`src/rtl/pe_array_pkg.sv`:
```
// Shared constants, FSM encoding and requantizer for the PE-array drain path.
package pe_array_pkg;

    localparam int NCOL   = 4;
    localparam int BW     = 16;
    localparam int ACC_BW = 24;
    localparam int OUT_BW = 8;

    typedef enum logic [1:0] {
        ST_IDLE  = 2'd0,
        ST_RUN   = 2'd1,
        ST_DRAIN = 2'd2,
        ST_DONE  = 2'd3
    } state_t;

    localparam logic signed [ACC_BW:0] SAT_HI = (ACC_BW+1)'(2**(OUT_BW-1) - 1);
    localparam logic signed [ACC_BW:0] SAT_LO = (ACC_BW+1)'(-(2**(OUT_BW-1)));

    // One extra bit of headroom so the rounding add cannot wrap.
    function automatic logic [OUT_BW-1:0] requant(input logic signed [ACC_BW-1:0] acc,
                                                  input int shift, input bit relu);
        logic signed [ACC_BW:0] v;
        v = {acc[ACC_BW-1], acc};
        if (shift > 0)
            v = v + ((ACC_BW+1)'(1) << (shift - 1));
        v = v >>> shift;
        if (relu && v[ACC_BW])
            v = '0;
        if (v > SAT_HI)
            return SAT_HI[OUT_BW-1:0];
        else if (v < SAT_LO)
            return SAT_LO[OUT_BW-1:0];
        return v[OUT_BW-1:0];
    endfunction

endpackage

```
`src/rtl/sync_fifo.sv`:
```
// First-word-fall-through synchronous FIFO; read data reads as zero when empty.
module sync_fifo #(
    parameter int WIDTH = 32,
    parameter int DEPTH = 4
) (
    input  logic                         iCLK,
    input  logic                         iRSTn,
    input  logic                         wr_en,
    input  logic [WIDTH-1:0]             wr_data,
    input  logic                         rd_en,
    output logic [WIDTH-1:0]             rd_data,
    output logic                         full,
    output logic                         empty,
    output logic [$clog2(DEPTH+1)-1:0]   count
);
    localparam int AW = $clog2(DEPTH);
    localparam int CW = $clog2(DEPTH+1);

    logic [WIDTH-1:0] mem [DEPTH];
    logic [AW-1:0]    wr_ptr, rd_ptr;
    logic             wr_ok, rd_ok;

    assign empty   = (count == '0);
    assign full    = (count == CW'(DEPTH));
    // A pop frees the slot in the same cycle, so a full FIFO may still accept.
    assign wr_ok   = wr_en && (!full || rd_en);
    assign rd_ok   = rd_en && !empty;
    assign rd_data = empty ? '0 : mem[rd_ptr];

    function automatic logic [AW-1:0] ptr_inc(input logic [AW-1:0] p);
        return (p == AW'(DEPTH-1)) ? '0 : p + AW'(1);
    endfunction

    always_ff @(posedge iCLK or negedge iRSTn) begin
        if (!iRSTn) begin
            wr_ptr <= '0;
            rd_ptr <= '0;
            count  <= '0;
        end else begin
            if (wr_ok) wr_ptr <= ptr_inc(wr_ptr);
            if (rd_ok) rd_ptr <= ptr_inc(rd_ptr);
            case ({wr_ok, rd_ok})
                2'b10:   count <= count + CW'(1);
                2'b01:   count <= count - CW'(1);
                default: count <= count;
            endcase
        end
    end

    always_ff @(posedge iCLK) begin
        if (wr_ok) mem[wr_ptr] <= wr_data;
    end

endmodule

```
`src/rtl/psum_drain.sv`:
```
// Deskews PE-column psums into rows, accumulates rows across K passes, requantizes
// the final pass and streams rows out through a FWFT FIFO.
//   state    | meaning
//   ST_IDLE  | waiting for iStart; aligned rows discarded
//   ST_RUN   | accumulating aligned rows, pushing requantized rows on the last pass
//   ST_DRAIN | all rows taken; waiting for the output FIFO to empty
//   ST_DONE  | one-cycle oDone, then back to idle
module psum_drain
    import pe_array_pkg::*;
#(
    parameter int MAX_ROWS = 16,
    parameter int OFIFO_D  = 4,
    parameter int SHIFT    = 0,
    parameter int RELU     = 0
) (
    input  logic                        iCLK,
    input  logic                        iRSTn,
    input  logic                        iStart,
    input  logic [$clog2(MAX_ROWS):0]   iNumRows,
    input  logic [7:0]                  iNumPass,
    input  logic                        iPsumVld,
    input  logic [NCOL*BW-1:0]          iPsum,
    output logic [NCOL*OUT_BW-1:0]      oData,
    output logic                        oValid,
    input  logic                        iReady,
    output logic                        oBusy,
    output logic                        oDone,
    output logic                        oOvf
);
    localparam int RA = $clog2(MAX_ROWS);
    localparam int RW = RA + 1;

    state_t                      state, state_nxt;
    logic [RW-1:0]               num_rows_q, num_rows_in, row_cnt;
    logic [7:0]                  num_pass_q, num_pass_in, pass_cnt;
    logic [NCOL-1:0]             vld_sr;
    logic                        row_vld, take, last_row, last_pass;
    logic                        push, pop, drop, ovf_q;
    logic                        fifo_full, fifo_empty;
    logic [$clog2(OFIFO_D+1)-1:0] fifo_count;
    logic [BW-1:0]               col_al [NCOL];
    logic signed [ACC_BW-1:0]    acc_mem [MAX_ROWS][NCOL];
    logic signed [ACC_BW-1:0]    sum [NCOL];
    logic [NCOL*OUT_BW-1:0]      push_data;
    logic [RA-1:0]               row_idx;

    // Column c gets NCOL-c register stages so every lane lands in the same cycle.
    for (genvar c = 0; c < NCOL; c++) begin : g_col
        localparam int D = NCOL - c;
        logic [BW-1:0] sr [D];
        always_ff @(posedge iCLK or negedge iRSTn) begin
            if (!iRSTn) begin
                for (int i = 0; i < D; i++) sr[i] <= '0;
            end else begin
                sr[0] <= iPsum[c*BW +: BW];
                for (int i = 1; i < D; i++) sr[i] <= sr[i-1];
            end
        end
        assign col_al[c] = sr[D-1];
    end

    always_ff @(posedge iCLK or negedge iRSTn) begin
        if (!iRSTn) vld_sr <= '0;
        else        vld_sr <= {vld_sr[NCOL-2:0], iPsumVld};
    end

    assign row_vld   = vld_sr[NCOL-1];
    assign row_idx   = row_cnt[RA-1:0];
    assign last_row  = (row_cnt == num_rows_q - RW'(1));
    assign last_pass = (pass_cnt == num_pass_q - 8'd1);

    always_comb begin
        num_rows_in = iNumRows;
        if (iNumRows == '0)                num_rows_in = RW'(1);
        else if (iNumRows > RW'(MAX_ROWS)) num_rows_in = RW'(MAX_ROWS);
        num_pass_in = (iNumPass == 8'd0) ? 8'd1 : iNumPass;
    end

    always_comb begin
        push_data = '0;
        for (int c = 0; c < NCOL; c++) begin
            sum[c] = {{(ACC_BW-BW){col_al[c][BW-1]}}, col_al[c]};
            if (pass_cnt != 8'd0)
                sum[c] = sum[c] + acc_mem[row_idx][c];
            push_data[c*OUT_BW +: OUT_BW] = requant(sum[c], SHIFT, RELU != 0);
        end
    end

    always_ff @(posedge iCLK) begin
        if (take)
            for (int c = 0; c < NCOL; c++) acc_mem[row_idx][c] <= sum[c];
    end

    always_ff @(posedge iCLK or negedge iRSTn) begin
        if (!iRSTn) state <= ST_IDLE;
        else        state <= state_nxt;
    end

    always_comb begin
        state_nxt = state;
        case (state)
            ST_IDLE:  if (iStart) state_nxt = ST_RUN;
            ST_RUN:   if (row_vld && last_row && last_pass) state_nxt = ST_DRAIN;
            ST_DRAIN: if (fifo_count == '0) state_nxt = ST_DONE;
            ST_DONE:  state_nxt = ST_IDLE;
            default:  state_nxt = ST_IDLE;
        endcase
    end

    always_comb begin
        oBusy = 1'b0;
        oDone = 1'b0;
        take  = 1'b0;
        case (state)
            ST_RUN:   begin oBusy = 1'b1; take = row_vld; end
            ST_DRAIN: oBusy = 1'b1;
            ST_DONE:  oDone = 1'b1;
            default:  ;
        endcase
    end

    always_ff @(posedge iCLK or negedge iRSTn) begin
        if (!iRSTn) begin
            num_rows_q <= '0;
            num_pass_q <= '0;
            row_cnt    <= '0;
            pass_cnt   <= '0;
            ovf_q      <= 1'b0;
        end else begin
            if (state == ST_IDLE && iStart) begin
                num_rows_q <= num_rows_in;
                num_pass_q <= num_pass_in;
                row_cnt    <= '0;
                pass_cnt   <= '0;
                ovf_q      <= 1'b0;
            end else if (take) begin
                if (last_row) begin
                    row_cnt  <= '0;
                    pass_cnt <= pass_cnt + 8'd1;
                end else begin
                    row_cnt  <= row_cnt + RW'(1);
                end
            end
            if (drop) ovf_q <= 1'b1;
        end
    end

    assign push   = take && last_pass;
    assign pop    = oValid && iReady;
    assign drop   = push && fifo_full && !pop;
    assign oValid = !fifo_empty;
    assign oOvf   = ovf_q;

    sync_fifo #(
        .WIDTH (NCOL*OUT_BW),
        .DEPTH (OFIFO_D)
    ) u_ofifo (
        .iCLK    (iCLK),
        .iRSTn   (iRSTn),
        .wr_en   (push),
        .wr_data (push_data),
        .rd_en   (pop),
        .rd_data (oData),
        .full    (fifo_full),
        .empty   (fifo_empty),
        .count   (fifo_count)
    );

endmodule

```
`config.mk`:
```
export PLATFORM = sky130hd
export DESIGN_NAME = psum_drain
export DESIGN_NICKNAME = d
export VERILOG_FILES = /design/src/rtl/pe_array_pkg.sv /design/src/rtl/sync_fifo.sv /design/src/rtl/psum_drain.sv
export SDC_FILE = /design/constraint.sdc
export NUM_CORES = 2
export LEC_CHECK = 0
export ABC_CLOCK_PERIOD_IN_PS = 20200
export CORE_ASPECT_RATIO = 1.4
export CORE_MARGIN = 2
export CORE_UTILIZATION = 45
export CTS_CLUSTER_DIAMETER = 200
export CTS_CLUSTER_SIZE = 16
export DETAILED_ROUTE_END_ITERATION = 16
export PLACE_DENSITY = 0.71
export SLEW_MARGIN = 10
export SYNTH_ARGS = -nofsm -noshare
export SYNTH_HDL_FRONTEND = slang
export SYNTH_SLANG_ARGS = --single-unit
```
`constraint.sdc`:
```
create_clock -name iCLK -period 20.2 [get_ports iCLK]
set_clock_uncertainty 0.1 [all_clocks]
set_input_delay 4.04 -clock iCLK [delete_from_list [all_inputs] [get_ports iCLK]]
set_output_delay 4.04 -clock iCLK [all_outputs]
set_load 0.05 [all_outputs]
```
==> results.json <==
{
  "ys.warnings.count": 0,
  "ys_types": 97,
  "crit_type": "reg -> reg",
  "finalCriticalPeriod_ns": 8.500,
  "synth_most_common_cell": "edfxtp_1",
  "holdCritPathClass": "reg -> reg",
  "grt_overflow": 0,
  "multi_input_area_sq_um": 19500,
  "clock_latency_ns": 0.81,
  "ant_nets": 0,
  "clk_path_buf_depth": 3,
  "max_freq_mhz": 117.6,
  "cp.required_ns": 20.67,
  "die_area_sq_um": 171000,
  "yosysTopAreaCell": "edfxtp_1",
  "worstSetupStartpoint": "row_cnt[1]",
  "viasPerCell": 5.897,
  "fin_tns_setup_ns": 0,
  "nFillCells": 13030,
  "critPathCaptureType": "flip-flop",
  "synthCells": 3766,
  "async_flop_share": 0.1073,
  "r2r_setup_slack_ns": 11.70,
  "setup_viol": 0,
  "pre_cts_ws_ns": 11.57,
  "holdBufCountCts": 0,
  "area_growth_pct": 10.57,
  "fin_nets": 4144,
  "intPower_mw": 8.036,
  "leakagePower_nw": 26.77,
  "yosysSeqAreaShare": 0.7287,
  "combPwrFrac": 0.358,
  "p_sw_frac": 0.3375,
  "post_drt_wl_per_cell_um": 27.52,
  "dieHeight_um": 488.5,
  "p_clk_frac": 0.211,
  "ctsRootBufferMaster": "clkbuf_16",
  "gr-usage-met1": 0.2797,
  "post_cts_buffers": 0,
  "port_buffers": 117,
  "vias": 37030,
  "synth-seq-cells": 1864,
  "register_area_sq_um": 54990,
  "outcome": "complete, no violations",
  "drv_cap": 0,
  "cts.htree.levels": 4,
  "synth_area_sq_um": 75440,
  "maxSlewHeadroom": 0.1623,
  "whs_endpoint": "g_col[1].sr[29]",
  "num_rows": 177,
  "grt_pass1_vias": 37860,
  "drive_above_1_share": 0.2075,
  "slowest_delay_ns": 0.95,
  "synth_edf_count": 1664,
  "clkTransAtPathRegs_ns": 0.07,
  "avgSynthCellArea_sq_um": 20.03,
  "slew_viol_final": 0,
  "cp-start-kind": "flip-flop",
  "grt_use_met3": 0.02849,
  "core_area_sq_um": 166300,
  "cp_slowest_cell": "dfrtp_4",
  "grt_max_degree": 113,
  "routed_wirelength_um": 172800,
  "synth_flop_cell": "edfxtp_1",
  "place_area_sq_um": 79470,
  "r2r_cells": 17,
  "ys_top_cells_by_area": "edfxtp_1 66%, mux4_2 15%, dfrtp_1 6.6%",
  "synth_top_area_share": 0.6624,
  "rsz0062_at_grt": "false",
  "firstDrtPassIters": 7,
  "vdd_ir_drop_max_v": 0.00008974,
  "min_from": "g_col[1].sr[45]",
  "cts_made_buffers": 134,
  "antenna_found_initial": 5,
  "hold_viol": 0,
  "cpMostUsedCell": "buf_4",
  "numClockSinks": 1864,
  "cp_max_fo": 52,
  "cts_resized": 0,
  "grt_first_pass_wirelength_um": 254100,
  "drcViolationCount": 0,
  "initial_core_util": 0.4536,
  "cts_tree": "built",
  "layout_setup_ws_ns": 11.70,
  "crit_arrival_ns": 8.97,
  "gr-usage-met2": 0.3454,
  "synth_nets": 3964,
  "io_pins": 118,
  "netlist_top_cells_count": "1664 x edfxtp_1, 511 x mux4_2, 200 x dfrtp_1, 145 x nand2_1, 116 x clkbuf_1",
  "pwr_density_cell_nw_per_um2": 145.4,
  "crit-reg2reg-launch": "row_cnt[1]",
  "worst-path-buf-inv": 3,
  "track_usage": 0.2042,
  "dp_hpwl_um": 98280,
  "cp_top_family": "compound AO/OA/AOI/OAI gates",
  "crit_chain": "buf_4 -> buf_4 -> buf_4 -> mux4_2 -> mux4_2 -> ha_1 -> fa_1 -> a21oi_1 -> o21ai_1 -> a21oi_2 -> o211ai_2 -> xnor2_1 -> a21oi_1 -> nand4_1 -> a2111oi_2 -> a41oi_2 -> o21ai_1",
  "holdPathStages": 0,
  "gp_congestion": 0.8898,
  "busiest_layer": "met2",
  "final_cell_area_sq_um": 83410,
  "post-route-period-util": 0.4208,
  "switching_power_mw": 4.095,
  "power.share.sequential": 0.431,
  "die_x_um": 350.0,
  "drt_iter0_drc": 3880,
  "r2r_end": "u_ofifo.mem[0][21]",
  "tightest_slew_ns": 1.248
}
worst max path at each step:
| stage | endpoint | slack (ns) | cells after the start |
|---|---|---|---|
| 4_1_cts | u_ofifo.mem[0][26] | 11.55 | 16 |
| 2_1_floorplan | u_ofifo.mem[0][24] | 13.67 | 20 |
| 6_report | u_ofifo.mem[0][21] | 11.70 | 17 |
| 3_5_place_dp | u_ofifo.mem[1][29] | 11.57 | 16 |
| 5_1_grt | u_ofifo.mem[1][12] | 10.92 | 16 |
| 3_3_place_gp | u_ofifo.mem[0][9] | 11.79 | 18 |
layout make-up:
cell class              count  area share
well taps                2237     0.03356
repair buffers            209     0.02268
flip-flops and latches   1864      0.6593
multi-input cells        1654      0.2337
diodes                      4   0.0001200
clock inverters            14    0.002580
clock buffers             214     0.04431
inverters                  83    0.003735
metal layers:
metal	vias up	wire, um
met1	19790	69780
li1	15710	-
met2	1301	88300
met3	224	10780
met5	-	0
met4	0	3923
layout by cell type (no fill, tap or decap), drive strengths merged, types with 26 or more instances in the layout:
cell type | netlist | final
nand2 | 146 | 146
a21oi | 111 | 111
clkdlybuf4s50 | 0 | 116
inv | 83 | 94
xor2 | 49 | 49
dfrtp | 200 | 200
nand3 | 26 | 26
clkbuf | 120 | 214
xnor2 | 55 | 55
buf | 45 | 93
mux4 | 511 | 511
and2 | 65 | 65
edfxtp | 1664 | 1664
o21ai | 98 | 98
nor2 | 108 | 108
ha | 111 | 111
a21o | 29 | 29
cell families after synthesis:
family | count (synthesis) | synth area share
mux | 538 | 0.1562
compound gates | 404 | 0.03652
simple gates | 492 | 0.03301
xor+xnor | 104 | 0.01207
flops | 1864 | 0.7287
fa+ha+maj | 116 | 0.01974
buf+inv | 248 | 0.01370
power groups by stage:
stage / logic (mW) / clock network [mW] / registers (mW)
finish: 4.34 / 2.56 / 5.23
global route: 4.71 / 2.75 / 5.25
CTS: 4.35 / 2.62 / 5.23
detailed placement: 4.34 / 0 / 5.32
global placement: 4.25 / 0 / 5.31
floorplan: 3.15 / 0 / 5.23
stage by stage:
| step | std cells | power (mW) | util | hold slack, ns |
|---|---|---|---|---|
| after floorplan | 3766 | 8.385 | - | 0.2312 |
| after global placement | 6047 | 9.557 | 0.4778 | 0.2341 |
| after detailed placement | 6047 | 9.655 | 0.4778 | 0.2347 |
| after CTS | 6275 | 12.20 | 0.5013 | 0.2458 |
| after global routing | 6276 | 12.71 | 0.5015 | 0.2486 |
| final | 6279 | 12.13 | 0.5015 | 0.2401 |
worst reg2reg max path, cell delays in order, from the launching register on:
cell and delay (ns):
dfrtp_4 0.95, buf_4 0.75, buf_4 0.65, buf_4 0.77
mux4_2 0.45, mux4_2 0.48, ha_1 0.23, fa_1 0.46
a21oi_1 0.22, o21ai_1 0.16, a21oi_2 0.29, o211ai_2 0.22
xnor2_1 0.17, a21oi_1 0.94, nand4_1 0.28, a2111oi_2 0.45
a41oi_2 0.32, o21ai_1 0.40
sequential cells by signal, indices dropped and copies added, names as in the netlist:
signal / cells
u_ofifo.mem: 128
num_rows_q: 5
u_ofifo.rd_ptr: 2
num_pass_q: 8
row_cnt: 5
col_al: 48
vld_sr: 4
u_ofifo.count: 3
u_ofifo.wr_ptr: 2
state: 2
acc_mem: 1536
g_col.sr: 112
pass_cnt: 8
oOvf: 1
No activity file was read; power rests on OpenSTA's default activity.
